[src/rtl/seg7_pkg.sv]
// Shared constants for the seg7 scan driver: active-high hex glyph table
// (bit 0 = segment a .. bit 6 = segment g) and the supported digit count limit.
package seg7_pkg;

  localparam int MAX_DIGITS = 8;

  // Entry n is the glyph for nibble n: 0-9, A b C d E F
  localparam logic [15:0][6:0] GLYPHS = {
    7'h71, 7'h79, 7'h5E, 7'h39, 7'h7C, 7'h77, 7'h6F, 7'h7F,
    7'h07, 7'h7D, 7'h6D, 7'h66, 7'h4F, 7'h5B, 7'h06, 7'h3F
  };

  function automatic logic [6:0] glyph_of(input logic [3:0] nibble);
    return GLYPHS[nibble];
  endfunction

endpackage

[src/rtl/seg7_hex_decode.sv]
// Combinational nibble to active-high 7-segment glyph; display polarity is
// applied by the caller.
module seg7_hex_decode
  import seg7_pkg::*;
(
  input  logic [3:0] i_nibble,
  output logic [6:0] o_glyph
);

  always_comb begin
    o_glyph = glyph_of(i_nibble);
  end

endmodule

[src/rtl/seg7_scan_driver.sv]
// Time-multiplexed N-digit 7-segment driver with guard blanking, blank mask and
// leading-zero suppression. Optional decimal point support: SEG7_SCAN_DP_EN.
module seg7_scan_driver
  import seg7_pkg::*;
#(
  parameter int NUM_DIGITS     = 4,
  parameter int SLOT_CYCLES    = 50000,
  parameter int GUARD_CYCLES   = 16,
  parameter int SEG_ACTIVE_LOW = 1,
  parameter int DIG_ACTIVE_LOW = 1
) (
  input  logic                    clk,
  input  logic                    rst_n,
  input  logic                    load,
  input  logic [4*NUM_DIGITS-1:0] load_value,
  input  logic [NUM_DIGITS-1:0]   blank_mask,
  input  logic                    lz_en,
  output logic [6:0]              seg,
  output logic [NUM_DIGITS-1:0]   dig,
  output logic                    frame_tick
`ifdef SEG7_SCAN_DP_EN
  ,
  input  logic [NUM_DIGITS-1:0]   dp_in,
  output logic                    dp_out
`endif
);

  localparam int PW = (SLOT_CYCLES > 1) ? $clog2(SLOT_CYCLES) : 1;
  localparam int IW = (NUM_DIGITS > 1) ? $clog2(NUM_DIGITS) : 1;

  localparam logic [6:0]            SEG_OFF = (SEG_ACTIVE_LOW != 0) ? 7'h7F : 7'h00;
  localparam logic [NUM_DIGITS-1:0] DIG_OFF = (DIG_ACTIVE_LOW != 0) ? {NUM_DIGITS{1'b1}}
                                                                    : {NUM_DIGITS{1'b0}};

  logic [PW-1:0]           r_presc;
  logic [IW-1:0]           r_idx;
  logic [4*NUM_DIGITS-1:0] r_shadow;
  logic [4*NUM_DIGITS-1:0] r_display;
  logic                    r_pending;
  logic [6:0]              r_seg;
  logic [NUM_DIGITS-1:0]   r_dig;
  logic                    r_frame_tick;

  logic                    w_slot_end;
  logic                    w_idx_last;
  logic                    w_wrap;
  logic                    w_guard;
  logic                    w_lit;
  logic [3:0]              w_nibble;
  logic [6:0]              w_glyph;
  logic [6:0]              w_seg_on;
  logic [NUM_DIGITS-1:0]   w_dig_on;
  logic [NUM_DIGITS-1:0]   w_lz_sup;

  assign w_slot_end = (r_presc == PW'(SLOT_CYCLES - 1));
  assign w_idx_last = (r_idx == IW'(NUM_DIGITS - 1));
  assign w_wrap     = w_slot_end & w_idx_last;
  assign w_guard    = (32'(r_presc) < GUARD_CYCLES);
  assign w_nibble   = r_display[4*int'(r_idx) +: 4];

  seg7_hex_decode u_decode (
    .i_nibble (w_nibble),
    .o_glyph  (w_glyph)
  );

  // Prescaler, digit index and the shadow/display double buffer
  always_ff @(posedge clk) begin
    if (!rst_n) begin
      r_presc   <= '0;
      r_idx     <= '0;
      r_shadow  <= '0;
      r_display <= '0;
      r_pending <= 1'b0;
    end else begin
      if (w_slot_end) begin
        r_presc <= '0;
        r_idx   <= w_idx_last ? IW'(0) : r_idx + IW'(1);
      end else begin
        r_presc <= r_presc + PW'(1);
      end
      if (load) begin
        r_shadow <= load_value;
      end
      // Display only changes on the wrap edge so a frame is never torn
      if (w_wrap) begin
        if (load) begin
          r_display <= load_value;
        end else if (r_pending) begin
          r_display <= r_shadow;
        end
        r_pending <= 1'b0;
      end else if (load) begin
        r_pending <= 1'b1;
      end
    end
  end

  // A digit is suppressed when it and every digit to its left hold zero
  always_comb begin
    logic v_zero;
    v_zero   = 1'b1;
    w_lz_sup = '0;
    for (int k = NUM_DIGITS - 1; k >= 0; k--) begin
      v_zero      = v_zero & (r_display[4*k +: 4] == 4'h0);
      w_lz_sup[k] = lz_en & v_zero & (k != 0);
    end
  end

  always_comb begin
    w_lit = !w_guard && !blank_mask[r_idx] && !w_lz_sup[r_idx];
    if (w_lit) begin
      w_seg_on = w_glyph;
      w_dig_on = NUM_DIGITS'(1) << r_idx;
    end else begin
      w_seg_on = 7'h00;
      w_dig_on = '0;
    end
  end

  // Output registers with display polarity applied
  always_ff @(posedge clk) begin
    if (!rst_n) begin
      r_seg        <= SEG_OFF;
      r_dig        <= DIG_OFF;
      r_frame_tick <= 1'b0;
    end else begin
      r_seg        <= w_seg_on ^ SEG_OFF;
      r_dig        <= w_dig_on ^ DIG_OFF;
      r_frame_tick <= w_wrap;
    end
  end

  assign seg        = r_seg;
  assign dig        = r_dig;
  assign frame_tick = r_frame_tick;

`ifdef SEG7_SCAN_DP_EN
  logic [NUM_DIGITS-1:0] r_dp_shadow;
  logic [NUM_DIGITS-1:0] r_dp_display;
  logic                  r_dp_out;

  // Decimal points follow exactly the same shadow/display rules as the nibbles
  always_ff @(posedge clk) begin
    if (!rst_n) begin
      r_dp_shadow  <= '0;
      r_dp_display <= '0;
      r_dp_out     <= SEG_OFF[0];
    end else begin
      if (load) begin
        r_dp_shadow <= dp_in;
      end
      if (w_wrap) begin
        if (load) begin
          r_dp_display <= dp_in;
        end else if (r_pending) begin
          r_dp_display <= r_dp_shadow;
        end
      end
      r_dp_out <= (w_lit & r_dp_display[r_idx]) ^ SEG_OFF[0];
    end
  end

  assign dp_out = r_dp_out;
`endif

endmodule
[config.mk]
export PLATFORM = sky130hd
export DESIGN_NAME = seg7_scan_driver
export DESIGN_NICKNAME = d
export VERILOG_FILES = /design/src/rtl/seg7_pkg.sv /design/src/rtl/seg7_hex_decode.sv /design/src/rtl/seg7_scan_driver.sv
export SDC_FILE = /design/constraint.sdc
export NUM_CORES = 1
export LEC_CHECK = 0
export CORE_MARGIN = 10
export CORE_UTILIZATION = 40
export DETAILED_ROUTE_END_ITERATION = 7
export PLACE_DENSITY_LB_ADDON = 0.1
export RECOVER_POWER = 50
export SYNTH_ARGS = -nofsm -noshare
export SYNTH_HDL_FRONTEND = slang
export SYNTH_SLANG_ARGS = --single-unit
[constraint.sdc]
create_clock -name clk -period 2.45 [get_ports clk]
set_clock_uncertainty 0.05 [all_clocks]
set_input_delay 0.49 -clock clk [delete_from_list [all_inputs] [get_ports clk]]
set_output_delay 0.49 -clock clk [all_outputs]
set_load 0.005 [all_outputs]
==> results of run 1 <==
-- placed cells by master, fill, tap and decap left out, drive strengths merged, types with 3 or more instances in the layout --
| cell type | synthesis | layout |
|---|---|---|
| xor2 | 7 | 7 |
| dlygate4sd3 | 0 | 14 |
| mux2i | 22 | 22 |
| nand3 | 12 | 12 |
| mux4 | 3 | 3 |
| buf | 3 | 7 |
| and3 | 8 | 8 |
| o21ai | 4 | 4 |
| nand4 | 4 | 4 |
| mux2 | 21 | 21 |
| and2 | 17 | 17 |
| nor4 | 4 | 4 |
| nor2b | 16 | 16 |
| a21oi | 3 | 3 |
| ha | 11 | 11 |
| clkbuf | 12 | 15 |
| dfxtp | 63 | 63 |
| nor3 | 5 | 5 |
| inv | 7 | 7 |
| clkdlybuf4s50 | 0 | 21 |
| nor2 | 20 | 20 |
| xnor2 | 7 | 7 |
| nand2 | 16 | 16 |
| o211ai | 4 | 4 |
-- final timing paths --
path	from	to	cells after the start
worst max-delay path	r_presc[0]	r_display[7]	6
worst min-delay path	r_presc[0]	r_presc[0]	1
worst max register to register	r_presc[0]	r_display[7]	6
worst min register to register	r_presc[0]	r_presc[0]	1
-- final cells by class --
| cell class | count | area [sq um] |
|---|---|---|
| fillers | 681 | 3630 |
| multi-input cells | 202 | 1560 |
| flip-flops and latches | 63 | 1260 |
| repair buffers | 46 | 419 |
| clock buffers | 11 | 141 |
| well taps | 99 | 124 |
| inverters | 7 | 26.3 |
| clock inverters | 2 | 10.0 |
-- cells in the mapped netlist, types with 2 or more instances --
cell type / n / area share, %
mux4_2: 3 / 2.3
a31oi_1: 2 / 0.43
dfxtp_1: 63 / 43
mux2i_1: 22 / 7.5
and3_1: 5 / 1.1
xnor2_1: 7 / 2.1
and3_2: 3 / 0.77
o211ai_1: 4 / 1.0
ha_1: 11 / 4.7
nor4_1: 3 / 0.64
a21oi_1: 3 / 0.51
o21ai_0: 4 / 0.68
xor2_1: 7 / 2.1
o31ai_1: 2 / 0.51
inv_1: 7 / 0.90
nor3_1: 5 / 0.85
mux2_2: 11 / 4.2
nor2_1: 20 / 2.6
clkbuf_1: 12 / 1.5
and2_1: 17 / 3.6
mux2_4: 10 / 5.1
nand2_1: 16 / 2.0
a21boi_0: 2 / 0.51
nor2b_1: 16 / 3.4
nand3_1: 12 / 2.0
nand4_1: 4 / 0.85
o311ai_0: 2 / 0.60
-- logic make-up (layout without fill, tap and decap cells) --
group                      count (synthesis)  in the layout  share of synthesized area [%]
DFF                                       63             63                           43.0
AOI/OAI and AO/OA                         23             23                           5.34
adders and majority gates                 11             11                           4.69
muxes                                     46             46                           19.2
and+or+nand+nor                          108            108                           20.0
buffers and inverters                     22             66                           3.63
xor gates and xnor gates                  14             14                           4.18
-- power groups by stage --
stage               Sequential (uW)  Clock [uW]  Combinational [uW]
global placement               1080           0                 107
detailed placement             1080           0                 107
CTS                            1050         776                 108
finish                         1050         754                 103
global route                   1050         820                 114
floorplan                      1070           0                52.5
-- per-stage QoR --
step / setup slack [ns] / util (%)
finish: 0.175 / 49.4
global route: 0.0591 / 49.4
CTS: 0.153 / 49.6
detailed placement: 0.165 / 47.5
global placement: 0.212 / 47.5
floorplan: 0.00677 / -
-- state kept, by name, summed over array words and instances, names as in the netlist --
signal and cells:
r_presc 16, frame_tick 1, r_display 16, seg 7
r_pending 1, dig 4, r_shadow 16, r_idx 2
-- worst register-to-register path, cell delays in order, from the launching register on --
cell and delay, ns:
dfxtp_1 0.36, ha_1 0.28, nand3_1 0.13, or4_4 0.56, or2_1 0.24, buf_4 0.22
mux2_4 0.32
-- routing by layer --
metal,track usage (%),up-vias,routed length [um]
met5,0,-,0
met4,5.80,0,122
met3,3.47,11,242
met2,17.6,37,2720
met1,14.4,951,2950
li1,-,1084,-
==> reports/metrics.yaml, run 1 <==
detailed_routing:
  postRouteAntennaNets: 0
  viasPerCell: 4.84
  first_iter_violations: 33
  via_count: 2083
  drc: 0
  drt-wirelength-per-cell_um: 14.0
  wl_mm: 6.04
  firstDrtPassIters: 4
status:
  outcome: "complete, no violations"
setup_path:
  r2r_slack_ns: 0.18
  cp.arrival_ns: 2.46
  slowest_stage: "or4_4"
  crit_path_max_fanout: 16
  crit_family: "simple AND/OR/NAND/NOR gates"
  cp_cell_sequence: "ha_1 -> nand3_1 -> or4_4 -> or2_1 -> buf_4 -> mux2_4"
  cpPeakStageDelay_ns: 0.56
  crit_type: "reg -> reg"
  cp.required_ns: 2.63
  end_kind: "flop"
  worstSetupStartpointType: "flop"
  critPathBufInv: 1
power_and_ir_drop:
  powerDensity_nw_per_um2: 538
  leakage_uw: 0.00141
  power.total_uw: 1910
  p_switching_uw: 428
  switching_share_pct: 22.4
  seq_power_share_pct: 55.1
  combPwrFrac_pct: 5.4
  p_int_uw: 1480
  p_clk_share_pct: 39.5
  ir_drop_mv: 0.347
timing:
  maxSlewHeadroom_pct: 46.9
  drv_slew: 0
  setup_tns_ns: 0
  hold_viol_final: 0
  fmaxAchievable_mhz: 440
  setup_viol: 0
  grt_setup_unrepaired: "false"
  period_minus_slack_ns: 2.27
  period_share_pct: 92.8
  holdWs_ns: 0.410
  max_slew.worst_pin.slew_ns: 0.796
global_route:
  antenna_found_initial: 0
  grt_pass1_vias: 2128
  grt_pass1_wl_mm: 10.3
  overflow: 0
  grt_max_degree: 18
  grt_usage_pct: 11.5
floorplan:
  dieArea_sq_um: 11200
  row_count: 31
  start_util_pct: 40.9
  placeableCoreArea_sq_um: 7180
  ios: 36
  die_h_um: 106
  die_w_um: 106
synth:
  ys_seq_area_share_pct: 43.0
  syn_nets: 322
  synth_seq_cells: 63
  yosysWarnings: 0
  synth_edf_count: 0
  async_flop_share_pct: 0
  synth_area_sq_um: 2930
  ys.flop_type: "dfxtp_1"
  syn_area_per_cell_sq_um: 10.2
  synthDistinctLibCells: 41
  syn_inst: 287
placed_design:
  hpwl_mm: 4.50
  placed_cells: 417
  portBuffers: 35
  dpl_cell_area_sq_um: 3410
  place_congestion: 0.789
cts:
  post_cts_buffers: 0
  cts_hold_buf: 0
  cts_max_path_buffers: 2
  cts_tree: "yes"
  cts_sinks: 63
  cts-root-buf: "clkbuf_8"
  clock_latency_ns: 0.34
  clk_pin_slew_worst_paths_ns: 0.07
  htree_levels: 3
  cts_made_buffers: 9
  cts_resized: 0
layout:
  drive_above_1_share_pct: 15.1
  final_nets: 364
  n_antenna_cell: 0
  final_cell_area_sq_um: 3550
  fin_cells: 430
  syn2layout_area_growth_pct: 21.0
flow_run:
  drv_cap: 0
worst_hold_path:
  worstHoldPathType: "reg -> reg"
No activity file was read; power rests on OpenSTA's default activity.
==> run 2: changes to the inputs <==
Settings changed: CELL_PAD_IN_SITES_DETAIL_PLACEMENT set to 0, CELL_PAD_IN_SITES_GLOBAL_PLACEMENT set to 1, CORE_ASPECT_RATIO set to 1.75, CORE_UTILIZATION 40 to 39.
==> reports/metrics.yaml, run 2 (synthesis results as in run 1) <==
timing:
  period_share_pct: 94.6  # +1.8 points
  setup_tns_ns: 0  # unchanged
  setup_slack_ns: 0.132  # -0.0435 ns
  fmaxAchievable_mhz: 431  # -1.9%
  period_minus_slack_ns: 2.32  # +0.0435 ns
  maxSlewHeadroom_pct: 57.4  # +10 points
  setup_viol: 0  # unchanged
  grt_setup_unrepaired: "false"
  max_slew.worst_pin.slew_ns: 0.639  # -0.157 ns
  hold_viol_final: 0  # unchanged
  drv_slew: 0  # unchanged
global_route:
  grt_pass1_vias: 2227  # +4.7%
  grt_pass1_wl_mm: 10.9  # +6.0%
  grt_usage_pct: 12.1  # +0.64 points
  overflow: 0  # unchanged
  grt_max_degree: 23  # +5
  antenna_found_initial: 0  # unchanged
setup_path:
  worstSetupStartpointType: "flop"
  crit_path_max_fanout: 16  # unchanged
  end_kind: "flop"
  crit_type: "reg -> reg"
  cp.arrival_ns: 2.49  # +0.03 ns
  cp.required_ns: 2.62  # about the same
layout:
  n_antenna_cell: 0  # unchanged
  top_regs: "r_display: 16 flops, r_presc: 16 flops, r_shadow: 16 flops"
  layout_common_cells: "63 x dfxtp_1, 22 x mux2i_1, 21 x clkdlybuf4s50_1"
  final_cell_area_sq_um: 3750  # +5.7%
  nFillCells: 683  # +0.29%
  drive_above_1_share_pct: 16.4  # +1.3 points
  syn2layout_area_growth_pct: 27.8
  fin_cells: 422  # -1.9%
  final_nets: 366  # +0.55%
  final_core_util_pct: 51.4  # +2.0 points
  final_common_cell: "dfxtp_1"
placed_design:
  place_congestion: 0.790  # about the same
  hpwl_mm: 5.13  # +14%
  dpl_cell_area_sq_um: 3410  # about the same
  placed_cells: 406  # -2.6%
  place_ws_ns: 0.130  # -0.0350 ns
  portBuffers: 35  # unchanged
detailed_routing:
  viasPerCell: 5.02  # +3.6%
  first_iter_violations: 95  # +190%
  via_count: 2118  # +1.7%
  wl_mm: 6.74  # +12%
  drt-wirelength-per-cell_um: 16.0  # +14%
  firstDrtPassIters: 4  # unchanged
  postRouteAntennaNets: 0  # unchanged
  drc: 0  # unchanged
cts:
  cts_max_path_buffers: 2  # unchanged
  clock_latency_ns: 0.33  # about the same
  clk_pin_slew_worst_paths_ns: 0.06  # about the same
  htree_levels: 3  # unchanged
  cts_resized: 0  # unchanged
  cts-root-buf: "clkbuf_16"
  cts_tree: "yes"
  post_cts_buffers: 0  # unchanged
  cts_hold_buf: 0  # unchanged
  cts_sinks: 63  # unchanged
  cts_made_buffers: 9  # unchanged
floorplan:
  row_count: 41  # +32%
  dieArea_sq_um: 11500  # +3.3%
  start_util_pct: 40.2  # -0.61 points
  die_w_um: 85.5  # -19%
  ios: 36  # unchanged
  placeableCoreArea_sq_um: 7280  # +1.5%
  die_h_um: 135  # +28%
worst_hold_path:
  worstHoldPathType: "reg -> reg"
power_and_ir_drop:
  ir_drop_mv: 0.412  # +19%
  leakage_uw: 0.00151  # +7.1%
  powerDensity_nw_per_um2: 708  # +32%
flow_run:
  drv_cap: 0  # unchanged
status:
  outcome: "complete, no violations"
run 2: changes by cell type in the layout (fill, tap and decap cells not counted), sizes merged:
cell,previous run,this run
bufinv,0,3
buf,7,9
clkbuf,15,14
inv,7,8
run 2: where the power goes:
group | switching, uW | total, uW | internal (uW)
Sequential | 7.85 | 1050 | 1050
Clock | 469 | 1500 | 1030
Combinational | 42.9 | 104 | 60.7
run 2: worst max-delay path, cell delays in order, from the launching register on:
cell and delay [ns]:
dfxtp_1 0.37, ha_1 0.30, nand3_1 0.13, or4_4 0.57, or2_1 0.24, buf_4 0.22, mux2_4 0.31
run 2: worst paths after layout:
path         startpoint            to  slack, ns  depth (start not counted)
max          r_presc[0]  r_display[5]       0.13                          6
min reg2reg  r_presc[0]    r_presc[0]       0.43                          1
max reg2reg  r_presc[0]  r_display[5]       0.13                          6
min          r_presc[0]    r_presc[0]       0.43                          1
run 2: area by class of cell:
| type | instances | area (sq um) | area share (%) |
|---|---|---|---|
| clock buffer | 10 | 239 | 6.38 |
| clock inverter | 6 | 116 | 3.11 |
| inverter | 7 | 26.3 | 0.701 |
| multi-input combinational | 202 | 1560 | 41.7 |
| sequential | 63 | 1260 | 33.7 |
| tap | 86 | 108 | 2.87 |
| timing repair buffer | 48 | 433 | 11.6 |
run 2: per-stage QoR:
step | total power, uW | hold slack (ns)
floorplan | 1130 | 0.376
global placement | 1180 | 0.387
detailed placement | 1180 | 0.414
CTS | 2700 | 0.428
global route | 2750 | 0.464
finish | 2650 | 0.434
run 2: layer usage:
layer	vias up	GRT usage [%]	wire length [um]
met2	32	23.0	3820
met1	992	11.2	2510
li1	1083	-	-
met3	11	3.86	277
met5	-	0	0
met4	0	5.70	123
==> patch 1 (flow settings as in run 1) <==
Set the parameter `SLOT_CYCLES` to 25000 (it was 50000).
--- a/src/rtl/seg7_scan_driver.sv
+++ b/src/rtl/seg7_scan_driver.sv
@@ -4,7 +4,7 @@
   import seg7_pkg::*;
 #(
   parameter int NUM_DIGITS     = 4,
-  parameter int SLOT_CYCLES    = 50000,
+  parameter int SLOT_CYCLES    = 25000,
   parameter int GUARD_CYCLES   = 16,
   parameter int SEG_ACTIVE_LOW = 1,
   parameter int DIG_ACTIVE_LOW = 1
Formal check against the unedited RTL: no difference found for any inputs over 10 cycles, from zero or initial values and one cycle with rst_n low; that may be too few to reach the edited logic, so the function may still have changed.
==> patch 1 against run 1 <==
Final area up 1.2%. Worst setup slack better by 0.082 ns. Global-route usage is 0.31 points lower. Highest routed layer unchanged. Area after synthesis shrank 0.26%. Core utilization is 0.59 points higher. Largest power group unchanged. Total power up 12%. Hold slack got worse by 0.0074 ns. Routed wire length fell by 0.30%. Synthesized cell count is 1.4% lower. Count of clock-buffer cells in the layout rose by 2. Sequential share of layout area fell by 0.98 points. Sequential cell count down 1.
==> patch 1: results (changes against run 1) <==
Detailed routing
  – Vias post-DR: 2100 (+0.82%)
  – Initial DRC Count: 58 (+76%)
  – Final wirelength: 6023 um (-0.30%)

Critical path
  – Critical path data arrival time: 2.36 ns (-0.10 ns)
  – Worst path slowest cell: or4_1
  – R2r endpoint: r_display[12]
  – Worst-path fanout max: 15 (-1)
  – R2R Setup Slk: 0.26 ns (+0.08 ns)
  – CP peak stage delay: 0.44 ns (-0.12 ns)
  – Critical R2R Launch: r_idx[0]
  – CP delay by family, top: buffers and inverters

Logic synthesis
  – Post-synth top cells: dfxtp_1, mux2i_1, nor2_1, and2_1, nor2b_1
  – Syn Nets: 318 (-1.2%)
  – Top post-synthesis cells by area: dfxtp_1, mux2i_1, mux2_4
  – Yosys cell types: 45 (+9.8%)
  – Seq/Total Area, Yosys: 0.4245 (-0.005742)

Place
  – RD Place Congestion: 0.7686 (-2.6%)
  – Post-detail-place hpwl: 4458 um (-1.0%)

Cells and area
  – Top Registers: r_display (16), r_shadow (16), r_presc (15)
  – Share of cells above drive strength 1: 0.1480 (-0.003021)
  – Nets: 361 (-0.82%)

Power and ir drop
  – Pwr dens: 593.4 nW/um2 (+10%)
  – Standby leakage power: 1.425 nW (+1.0%)
  – Switching Share: 0.2060 (-0.01835)
  – Worst IR drop on VDD: 0.0002236 V (-36%)
  – Clock group power: 0.000993 W (+32%)
  – Logic pwr share: 0.047 (-0.007)

GRT
  – Largest net degree at the start of global routing: 23 (+5)
  – First-pass GRT wire length: 10190 um (-1.2%)
  – All-Layer GR Usage: 0.1120 (-0.003145)

Timing
  – Worst-margin pin slew: 0.5787 ns (-0.2177 ns)
  – Setup TNS: 0 ns (unchanged)

Status
  – Status: finished clean

Clocking
  – CTS clk-pin slew, worst paths: 0.07 ns (about the same)
  – Post-cts resize count: 0 (unchanged)
  – Post-CTS Setup Bufs: 0 (unchanged)
## patch 1: cell types whose count changed after synthesis, moves of 2 or more
cell | before | now
buf_2 | 0 | 4
clkbuf_1 | 12 | 7
nand2_1 | 16 | 14
and3_1 | 5 | 3
or3_1 | 0 | 2
nand4_1 | 4 | 2
and3_2 | 3 | 1
and4_1 | 0 | 3
## patch 1: cells by family (layout without fill, tap and decap cells)
family                     count (synthesis)  in the layout  share of synthesized area
and+or+nand+nor                          106            106                     0.2007
AOI/OAI and AO/OA                         22             22                    0.05092
muxes                                     47             47                     0.1955
xor gates and xnor gates                  13             13                    0.03894
DFF                                       62             62                     0.4245
buffers and inverters                     22             70                    0.04236
adders and majority gates                 11             11                    0.04707
## patch 1: stage by stage
stage / hold WS (ns) / utilization / std cells / setup WS, ns / instance area (um2)
CTS: 0.4110 / 0.5027 / 430 / 0.3343 / 3607
global placement: 0.3836 / 0.4725 / 414 / 0.2610 / 3391
finish: 0.4025 / 0.5001 / 430 / 0.2575 / 3588
detailed placement: 0.4023 / 0.4725 / 414 / 0.2015 / 3391
global route: 0.4291 / 0.5001 / 430 / 0.08252 / 3588
floorplan: 0.3679 / - / 283 / 0.1394 / 2924
## patch 1: area by class of cell
type	count	area [um2]
inverter	7	26.28
multi-input combinational	199	1549
fill	669	3587
sequential	62	1241
tap	99	123.9
clock buffer	13	148.9
clock inverter	3	67.56
timing repair buffer	47	431.7
## patch 1: layer usage
| metal | GRT usage | vias up | wire [um] |
|---|---|---|---|
| met5 | 0 | - | 0 |
| met4 | 0.05803 | 0 | 89 |
| met3 | 0.02741 | 11 | 191 |
| met2 | 0.1773 | 36 | 2836 |
| met1 | 0.1381 | 984 | 2905 |
| li1 | - | 1069 | - |
==> patch 2 (config.mk and constraints of run 1) <==
Without the edit above. Register the inputs `load_value`, `blank_mask` and `lz_en` before use. The logic sees them one clock later. The other inputs are not delayed to match.
--- a/src/rtl/seg7_scan_driver.sv
+++ b/src/rtl/seg7_scan_driver.sv
@@ -31,6 +31,16 @@
   localparam logic [6:0]            SEG_OFF = (SEG_ACTIVE_LOW != 0) ? 7'h7F : 7'h00;
   localparam logic [NUM_DIGITS-1:0] DIG_OFF = (DIG_ACTIVE_LOW != 0) ? {NUM_DIGITS{1'b1}}
                                                                     : {NUM_DIGITS{1'b0}};
+
+  logic [4*NUM_DIGITS-1:0] load_value_q;
+  logic [NUM_DIGITS-1:0] blank_mask_q;
+  logic lz_en_q;
+
+  always_ff @(posedge clk) begin
+    load_value_q <= load_value;
+    blank_mask_q <= blank_mask;
+    lz_en_q      <= lz_en;
+  end
 
   logic [PW-1:0]           r_presc;
   logic [IW-1:0]           r_idx;
@@ -79,12 +89,12 @@
         r_presc <= r_presc + PW'(1);
       end
       if (load) begin
-        r_shadow <= load_value;
+        r_shadow <= load_value_q;
       end
       // Display only changes on the wrap edge so a frame is never torn
       if (w_wrap) begin
         if (load) begin
-          r_display <= load_value;
+          r_display <= load_value_q;
         end else if (r_pending) begin
           r_display <= r_shadow;
         end
@@ -102,12 +112,12 @@
     w_lz_sup = '0;
     for (int k = NUM_DIGITS - 1; k >= 0; k--) begin
       v_zero      = v_zero & (r_display[4*k +: 4] == 4'h0);
-      w_lz_sup[k] = lz_en & v_zero & (k != 0);
+      w_lz_sup[k] = lz_en_q & v_zero & (k != 0);
     end
   end
 
   always_comb begin
-    w_lit = !w_guard && !blank_mask[r_idx] && !w_lz_sup[r_idx];
+    w_lit = !w_guard && !blank_mask_q[r_idx] && !w_lz_sup[r_idx];
     if (w_lit) begin
       w_seg_on = w_glyph;
       w_dig_on = NUM_DIGITS'(1) << r_idx;
Function: same outputs for any inputs over 10 cycles, from zero or initial values and one cycle with rst_n low; that may be too few to reach the edited logic, so the function may still have changed.
==> patch 2 against run 1 <==
Cell count increased by 6.0%. Clock power increased by 38%. Area after synthesis increased by 13%. Critical path depth unchanged. Final area increased by 13%. Sequential share of layout area increased by 6.3 points. Total power increased by 33%. Sequential cell count increased by 21. Routed wire length increased by 3.6%. Worst setup slack improved by 0.011 ns.
==> patch 2: results (changes against run 1) <==
Detailed routing
  – Final wirelength: 6261 um (+3.6%)
  – Iteration count of the initial detailed-routing pass: 4 (unchanged)
  – Initial DRC Count: 85 (+160%)
  – Routed Antenna Nets: 0 (unchanged)
  – Avg Vias per Cell: 4.789 (-1.1%)

Power and ir drop
  – Switching Share: 0.2068 (-0.01753)
  – Worst IR drop on VDD: 0.0003037 V (-13%)
  – Standby leakage power: 1.600 nW (+13%)

Cells and area
  – Fin cells: 456 (+6.0%)
  – Share of cells above drive strength 1: 0.1425 (-0.008607)
  – Nets: 382 (+4.9%)
  – Post-Route Utilization: 0.4936 (-0.0005430)
  – Filler cells: 752 (+10%)

Logic synthesis
  – Seq/Total Area, Yosys: 0.5058 (+0.07562)
  – Post-synth top cells: dfxtp_1, mux2i_1, nand2_1, nor2_1, nor2b_1
  – Synth Area in Adders: 0.04140 (-0.005548)
  – Synth Area in Compound Gates: 0.04817 (-0.005176)
  – Multiplexer area fraction after synthesis: 0.1697 (-0.02189)
  – Top post-synthesis cells by area: dfxtp_1, mux2i_1, mux2_4
  – Post-synth top flop: dfxtp_1
  – Syn Nets: 339 (+5.3%)
  – Yosys cell types: 39 (-4.9%)
  – Mean post-synth cell area: 10.94 um2 (+7.1%)
  – Xor/xnor cell area share of the yosys netlist: 0.03425 (-0.007578)

GRT
  – Met1 Usage GRT: 0.1287 (-0.01525)
  – M3 GR Usage: 0.04329 (+0.008576)
  – Total global routing overflow: 0 (unchanged)
  – Largest net degree at the start of global routing: 27 (+9)
  – All-Layer GR Usage: 0.1057 (-0.009418)
  – Met2 usage: 0.1626 (-0.01344)
  – Vias in the first global route: 2239 (+5.2%)
  – First-pass GRT wire length: 11000 um (+6.6%)

Clocking
  – CTS root buffer: clkbuf_8
  – CTS clk-pin slew, worst paths: roughly 0.080 ns
  – Worst-Skew Late Latency: 0.35 ns
  – Clock buffer depth: 2 (unchanged)
  – Post-cts resize count: 0 (unchanged)

Place
  – Placed Cells: 441 (+5.8%)
  – RD Place Congestion: 0.8246 (+4.5%)
  – Post-detail-place hpwl: 4460 um (-0.99%)
  – Placed cell area: 3816 um2 (+12%)
  – I/O Buffers: 35 (unchanged)
  – Setup WS pre-CTS: 0.1798 ns (+0.01499 ns)

Critical path
  – Worst-path fanout max: 16 (unchanged)
  – CP delay by family, top: simple AND/OR/NAND/NOR gates
  – Worst path slowest cell: or4_1

Status
  – Status: finished clean

Hold path
  – Worst hold path type: register to register

Timing
  – Rel. slew slack: 0.5985 (+0.1293)
-- patch 2: per-layer routing --
| metal | vias up | share of wire |
|---|---|---|
| met1 | 1005 | 0.49 |
| li1 | 1125 | - |
| met4 | 0 | 0.016 |
| met2 | 44 | 0.44 |
| met5 | - | 0 |
| met3 | 10 | 0.049 |
-- patch 2: logic make-up after synthesis --
family,after synthesis
flops,84
mux,44
xor+xnor,13
compound gates,24
buf+inv,22
fa+ha+maj,11
simple gates,106
-- patch 2: final cells by class --
cell class | instances | share of cell area
timing repair buffer | 46 | 0.1072
clock buffer | 10 | 0.03179
clock inverter | 5 | 0.01932
multi-input combinational | 198 | 0.3827
inverter | 8 | 0.007479
sequential | 84 | 0.4188
tap | 105 | 0.03272
-- patch 2: stage by stage --
step                      hold WS [ns]  power, W
after global placement          0.3807  0.001547
after CTS                       0.4015  0.002601
after global routing            0.4212  0.002650
final                           0.4036  0.002549
after detailed placement        0.3867  0.001549
after floorplan                 0.3676  0.001495
-- patch 2: final timing paths --
| check | from | slack, ns | to | cells after the start |
|---|---|---|---|---|
| worst max-delay path | r_presc[10] | 0.19 | r_display[14] | 6 |
| worst min register to register | r_presc[0] | 0.40 | r_presc[0] | 1 |
| worst max register to register | r_presc[10] | 0.19 | r_display[14] | 6 |
| worst min-delay path | r_presc[0] | 0.40 | r_presc[0] | 1 |
-- patch 2: power groups by stage --
stage                     Sequential [W]  Clock (W)  Combinational (W)
final                            0.00142    0.00104          0.0000921
after global routing             0.00142    0.00113           0.000103
after detailed placement         0.00145          0           0.000102
after global placement           0.00145          0          0.0000997
after floorplan                  0.00144          0          0.0000514
after CTS                        0.00142    0.00108           0.000102
